**config.mk**
```make
export PLATFORM = sky130hd
export DESIGN_NAME = demux_rr_sched
export DESIGN_NICKNAME = d
export VERILOG_FILES = /design/src/rtl/demux_pkg.sv /design/src/rtl/demux_rr_sched_rr_pick8.sv /design/src/rtl/demux_rr_sched.sv
export SDC_FILE = /design/constraint.sdc
export NUM_CORES = 1
export LEC_CHECK = 0
export ABC_CLOCK_PERIOD_IN_PS = 7000
export CAP_MARGIN = 30
export CORE_ASPECT_RATIO = 0.6
export CORE_MARGIN = 2
export CORE_UTILIZATION = 51
export CTS_CLUSTER_DIAMETER = 150
export DETAILED_ROUTE_END_ITERATION = 10
export PLACE_DENSITY = 0.82
export SETUP_SLACK_MARGIN = 0.05
export SYNTH_ARGS = -nofsm -noshare
export SYNTH_HDL_FRONTEND = slang
export SYNTH_SLANG_ARGS = --single-unit
```
**constraint.sdc**
```tcl
create_clock -name clk -period 7 [get_ports clk]
set_clock_uncertainty 0.05 [all_clocks]
set_input_delay 1.75 -clock clk [delete_from_list [all_inputs] [get_ports clk]]
set_output_delay 1.75 -clock clk [all_outputs]
set_load 0.1 [all_outputs]
```
**src/rtl/demux_pkg.sv**
```systemverilog
// Shared types and constants for the round-robin demux scheduler.
// Optional channel masking is enabled in the top level by DEMUX_SCHED_MASK_EN.
package demux_pkg;

    localparam int DEMUX_NUM_CH = 8;
    localparam int DEMUX_SEL_W  = 3;

    typedef enum logic [1:0] {
        IDLE  = 2'd0,
        GRANT = 2'd1,
        XFER  = 2'd2
    } sched_state_t;

    // Round-robin successor of a channel index, wrapping 7 -> 0.
    function automatic logic [DEMUX_SEL_W-1:0] next_ch(input logic [DEMUX_SEL_W-1:0] ch);
        return ch + DEMUX_SEL_W'(1);
    endfunction

endpackage

```
**src/rtl/demux_rr_sched_rr_pick8.sv**
```systemverilog
// Combinational rotating-priority search over eight requests, starting at ptr.
module rr_pick8
    import demux_pkg::*;
(
    input  logic [DEMUX_NUM_CH-1:0] req,
    input  logic [DEMUX_SEL_W-1:0]  ptr,
    output logic [DEMUX_SEL_W-1:0]  gnt_idx,
    output logic                    any
);

    logic [DEMUX_SEL_W-1:0] idx;

    // Walk offsets from farthest to nearest so the nearest hit wins.
    always_comb begin
        gnt_idx = ptr;
        idx     = '0;
        any     = |req;
        for (int i = DEMUX_NUM_CH - 1; i >= 0; i--) begin
            idx = ptr + DEMUX_SEL_W'(i);
            if (req[idx]) begin
                gnt_idx = idx;
            end
        end
    end

endmodule

```
**src/rtl/demux_rr_sched.sv**
```systemverilog
// Round-robin scheduler driving a 1-to-8 bit-serial demux with burst grants.
// Define DEMUX_SCHED_MASK_EN to add the ch_mask eligibility input.
module demux_rr_sched
    import demux_pkg::*;
#(
    parameter int NUM_CH    = DEMUX_NUM_CH,
    parameter int SEL_W     = DEMUX_SEL_W,
    parameter int BURST_MAX = 4
) (
    input  logic              clk,
    input  logic              rst_n,
    input  logic              in_valid,
    input  logic              in_data,
    input  logic              in_last,
    output logic              in_ready,
    input  logic [NUM_CH-1:0] ch_ready,
`ifdef DEMUX_SCHED_MASK_EN
    input  logic [NUM_CH-1:0] ch_mask,
`endif
    output logic [SEL_W-1:0]  sel,
    output logic [NUM_CH-1:0] out_valid,
    output logic [NUM_CH-1:0] out_data,
    output logic              busy
);

    localparam logic [3:0] CNT_LAST = 4'(BURST_MAX - 1);

    sched_state_t      state_q, state_d;
    logic [SEL_W-1:0]  sel_q, sel_d;
    logic [SEL_W-1:0]  ptr_q, ptr_d;
    logic [3:0]        cnt_q, cnt_d;
    logic              busy_q;

    logic [NUM_CH-1:0] req;
    logic [SEL_W-1:0]  pick_idx;
    logic              pick_any;
    logic              beat_acc;

`ifdef DEMUX_SCHED_MASK_EN
    assign req = ch_ready & ch_mask;
`else
    assign req = ch_ready;
`endif

    rr_pick8 u_pick (
        .req     (req),
        .ptr     (ptr_q),
        .gnt_idx (pick_idx),
        .any     (pick_any)
    );

    always_ff @(posedge clk or negedge rst_n) begin
        if (!rst_n) begin
            state_q <= IDLE;
            sel_q   <= '0;
            ptr_q   <= '0;
            cnt_q   <= '0;
            busy_q  <= 1'b0;
        end else begin
            state_q <= state_d;
            sel_q   <= sel_d;
            ptr_q   <= ptr_d;
            cnt_q   <= cnt_d;
            busy_q  <= (state_d != IDLE);
        end
    end

    // Requests are only evaluated in IDLE, so a grant holds for the whole burst.
    always_comb begin
        state_d   = state_q;
        sel_d     = sel_q;
        ptr_d     = ptr_q;
        cnt_d     = cnt_q;
        in_ready  = 1'b0;
        out_valid = '0;
        out_data  = '0;
        beat_acc  = 1'b0;
        case (state_q)
            IDLE: begin
                if (in_valid && pick_any) begin
                    sel_d   = pick_idx;
                    cnt_d   = '0;
                    state_d = GRANT;
                end
            end
            GRANT: begin
                state_d = XFER;
            end
            XFER: begin
                in_ready         = ch_ready[sel_q];
                out_valid[sel_q] = in_valid;
                out_data[sel_q]  = in_data;
                beat_acc         = in_valid & ch_ready[sel_q];
                if (beat_acc) begin
                    if (in_last || (cnt_q == CNT_LAST)) begin
                        state_d = IDLE;
                        ptr_d   = next_ch(sel_q);
                    end else begin
                        cnt_d = cnt_q + 4'd1;
                    end
                end
            end
            default: begin
                state_d = IDLE;
            end
        endcase
    end

    assign sel  = sel_q;
    assign busy = busy_q;

endmodule

```
==> flow_results.xml <==
<?xml version="1.0" encoding="UTF-8"?>
<metrics>
  <group name="synthesis">
    <metric name="synth-seq-area-share" unit="%">18.0</metric>
    <metric name="netlist-cell-type-count" unit="">50</metric>
    <metric name="synth.largest_area_cell" unit="">mux4_2</metric>
    <metric name="avgSynthCellArea" unit="µm²">9.14</metric>
    <metric name="syn-cell-area" unit="µm²">1810</metric>
    <metric name="synth_enable_flop_cells" unit="">0</metric>
    <metric name="netlist_top_cells_area" unit="">mux4_2, dfrtp_1, mux2_2</metric>
    <metric name="ys_warn_count" unit="">0</metric>
    <metric name="postSynthRegisterBits" unit="">13</metric>
    <metric name="synth-async-reset-ratio" unit="%">100</metric>
    <metric name="synth_top_area_share" unit="%">19.9</metric>
    <metric name="mappedNetlistNets" unit="">215</metric>
    <metric name="syn_inst" unit="">198</metric>
    <metric name="yosys_most_used_dff" unit="">dfrtp_1</metric>
  </group>
  <group name="die">
    <metric name="fp.coreArea" unit="µm²">3320</metric>
    <metric name="floorplan.die.height" unit="µm">50.1</metric>
    <metric name="initial_standard_cell_utilization_of_the_core" unit="%">54.4</metric>
    <metric name="ios" unit="">34</metric>
    <metric name="die_ar" unit="µm²">4060</metric>
    <metric name="std_cell_rows" unit="">16</metric>
    <metric name="die_width" unit="µm">80.9</metric>
  </group>
  <group name="critical_path">
    <metric name="critical_path.cell_chain" unit="">clkdlybuf4s50_1 -&gt; mux2i_1 -&gt; o2bb2ai_1 -&gt; a221oi_2 -&gt; nor2b_1 -&gt; clkdlybuf4s50_1</metric>
    <metric name="timing_worst_setup_path_type" unit="">primary input to output pin</metric>
    <metric name="cp.required" unit="ps">5200</metric>
    <metric name="cp_common_cell" unit="">clkdlybuf4s50_1</metric>
    <metric name="type_of_origin_of_the_critical_path" unit="">primary input</metric>
    <metric name="critical-path-top-delay-family" unit="">buffers and inverters</metric>
    <metric name="critical_path.endpoint_type" unit="">output pin</metric>
    <metric name="arrival_worst_endpoint" unit="ps">4300</metric>
    <metric name="max_stage_delay" unit="ps">990</metric>
    <metric name="worst_path_maximum_fanout" unit="">10</metric>
    <metric name="critical_path_buffer_and_inverter_count" unit="">2</metric>
    <metric name="crit_path_top_delay_cell" unit="">clkdlybuf4s50_1</metric>
  </group>
  <group name="clock_network">
    <metric name="h-tree-depth" unit="">1</metric>
    <metric name="clock_sinks" unit="">13</metric>
    <metric name="clock-root-buffer" unit="">clkbuf_8</metric>
    <metric name="worst_setup_hold_path_clk_slew" unit="ps">60</metric>
    <metric name="max-clock-path-buffers" unit="">2</metric>
    <metric name="cts.repair.resized" unit="">0</metric>
    <metric name="number_of_buffers_inserted_during_clock_tree_synthesis" unit="">3</metric>
    <metric name="cts_hold_repair.buffers" unit="">0</metric>
    <metric name="clock_latency" unit="ps">240</metric>
    <metric name="cts_tree" unit="">yes</metric>
    <metric name="post_cts.repair.setup_buffers" unit="">0</metric>
  </group>
  <group name="route">
    <metric name="avgRoutedWirePerCell" unit="µm">17.8</metric>
    <metric name="initialDrtViolationCount" unit="">145</metric>
    <metric name="detailroute.via_count" unit="">1756</metric>
    <metric name="drt_first_pass_iters" unit="">6</metric>
    <metric name="via_per_inst" unit="">6.53</metric>
    <metric name="drt_wl_total" unit="µm">4780</metric>
    <metric name="post-route-drc-count" unit="">0</metric>
    <metric name="post_route_antenna_net_violation_count" unit="">0</metric>
  </group>
  <group name="power_and_ir_drop">
    <metric name="peak_ir_drop_on_the_vdd_network" unit="µV">263</metric>
    <metric name="powerDensity" unit="nW/µm²">538</metric>
    <metric name="cellLeakagePower" unit="nW">0.792</metric>
    <metric name="fin_total_pwr" unit="mW">1.18</metric>
  </group>
  <group name="finish">
    <metric name="drive_above_1_share" unit="%">14.7</metric>
    <metric name="post_layout_nonfiller_instances" unit="">269</metric>
    <metric name="antenna_cells" unit="">0</metric>
    <metric name="finalNetCount" unit="">242</metric>
    <metric name="area_delta_synth_final" unit="%">20.8</metric>
    <metric name="fillCellCount" unit="">272</metric>
  </group>
  <group name="grt">
    <metric name="grt_max_degree" unit="">22</metric>
    <metric name="grt_pass1_vias" unit="">1558</metric>
    <metric name="gr-total-overflow" unit="">0</metric>
    <metric name="number_of_antenna_violations_at_the_first_check_in_global_routing" unit="">0</metric>
    <metric name="grt_pass1_wl" unit="µm">7940</metric>
    <metric name="grt_use_total" unit="%">25.6</metric>
  </group>
  <group name="sta">
    <metric name="finalSetupViolCount" unit="">0</metric>
    <metric name="final_critical_path_setup_slack" unit="ps">899</metric>
    <metric name="timing.final.max_slew_violations" unit="">0</metric>
    <metric name="timing.final.hold_violations" unit="">0</metric>
    <metric name="layout_min_cycle_time" unit="ps">6100</metric>
    <metric name="finalSetupTns" unit="ps">0</metric>
    <metric name="period_share" unit="%">87.2</metric>
    <metric name="unrepaired_setup_endpoints_after_global_routing" unit="">no</metric>
    <metric name="worst_pin_slew" unit="ps">980</metric>
    <metric name="max_slew_margin" unit="%">34.5</metric>
    <metric name="maxClockFrequency" unit="MHz">164</metric>
  </group>
  <group name="hold_path">
    <metric name="holdCritPathClass" unit="">register to register</metric>
  </group>
  <group name="placement">
    <metric name="buffer_ports.inserted" unit="">33</metric>
    <metric name="dp_worst_setup_slack" unit="ps">936</metric>
    <metric name="dp_hpwl" unit="µm">3620</metric>
    <metric name="gp_routability_congestion" unit="">0.917</metric>
    <metric name="place.detailed.instances" unit="">265</metric>
  </group>
  <group name="job">
    <metric name="cap_viol_max_count" unit="">0</metric>
  </group>
  <group name="run_status">
    <metric name="run_status" unit="">complete, no violations</metric>
  </group>
</metrics>
==> metrics by stage <==
step / instance area [µm²] / util [%] / hold WS [ps]
detailed placement: 2140 / 64.4 / 456
global placement: 2140 / 64.4 / 447
finish: 2190 / 65.8 / 466
CTS: 2190 / 65.8 / 464
global route: 2190 / 65.8 / 478
floorplan: 1810 / - / 422
==> synth_stat cells, drive strengths merged (4+ instances only) <==
cell    number
a21oi        6
and3         4
buf          4
clkbuf       7
dfrtp       13
ha           4
inv         11
mux2        11
mux2i        9
mux4        16
nand2       11
nand3        7
nor2        22
nor3         7
o211ai       4
or2          5
or2b         4
or4          4
xnor2        4
==> cells in the final DEF (no fill, tap or decap), drive strengths merged, types with 4 or more instances in the layout <==
master / Yosys / routed
or2b: 4 / 4
dfrtp: 13 / 13
nor2: 22 / 22
and3: 4 / 4
inv: 11 / 11
nand2: 11 / 11
clkdlybuf4s50: 0 / 33
or2: 5 / 5
nor3: 7 / 7
mux2: 11 / 11
clkbuf: 7 / 4
xnor2: 4 / 4
o211ai: 4 / 4
a21oi: 6 / 6
or4: 4 / 4
ha: 4 / 4
mux2i: 9 / 9
nand3: 7 / 7
mux4: 16 / 16
==> kinds of logic (layout without fill, tap and decap cells) <==
logic type	count (synthesis)	after routing	synth area share (%)
AOI/OAI and AO/OA	40	40	17.6
xor gates and xnor gates	4	4	1.94
adders and majority gates	4	4	2.77
buffers and inverters	23	49	5.53
DFF	13	13	18.0
muxes	36	36	31.7
and+or+nand+nor	78	78	22.5
==> routing by layer <==
metal	track usage, %	part of all wire (%)	up-vias
li1	-	-	821
met1	41.7	50	824
met2	34.0	39	107
met3	6.29	9.8	4
met4	4.24	0.48	0
met5	0	0	-
==> sequential cells by signal, summed over array words and instances, names as in the netlist <==
register / cells
state_q: 2
cnt_q: 4
busy: 1
sel: 3
ptr_q: 3
==> layout make-up <==
| cell class | count | area [µm²] | share of cell area [%] |
|---|---|---|---|
| inverter | 12 | 45.0 | 2.06 |
| multi-input combinational | 162 | 1380 | 63.3 |
| clock buffer | 4 | 45.0 | 2.06 |
| timing repair buffer | 33 | 330 | 15.1 |
| sequential | 13 | 325 | 14.9 |
| tap | 45 | 56.3 | 2.58 |
==> worst paths after layout <==
path                                 startpoint                    to  slack (ps)  cells after the start
max                                 ch_ready[6]              in_ready         900                      6
min                        state_q[1]$_DFF_PN0_  state_q[1]$_DFF_PN0_         470                      1
max reg2reg                ptr_q[1]$_DFFE_PN0P_    sel[1]$_DFFE_PN0P_        3190                      7
min reg2reg                state_q[1]$_DFF_PN0_  state_q[1]$_DFF_PN0_         470                      1
max in group asynchronous                 rst_n  ptr_q[2]$_DFFE_PN0P_        4700                      1
min in group asynchronous                 rst_n  ptr_q[1]$_DFFE_PN0P_        1820                      1
==> power breakdown <==
part / internal, mW / total [mW] / switching [mW]
registers: 0.102 / 0.199 / 0.0964
clock network: 0.0402 / 0.0677 / 0.0274
logic: 0.379 / 0.911 / 0.532
(Power assumes the default switching activity.)
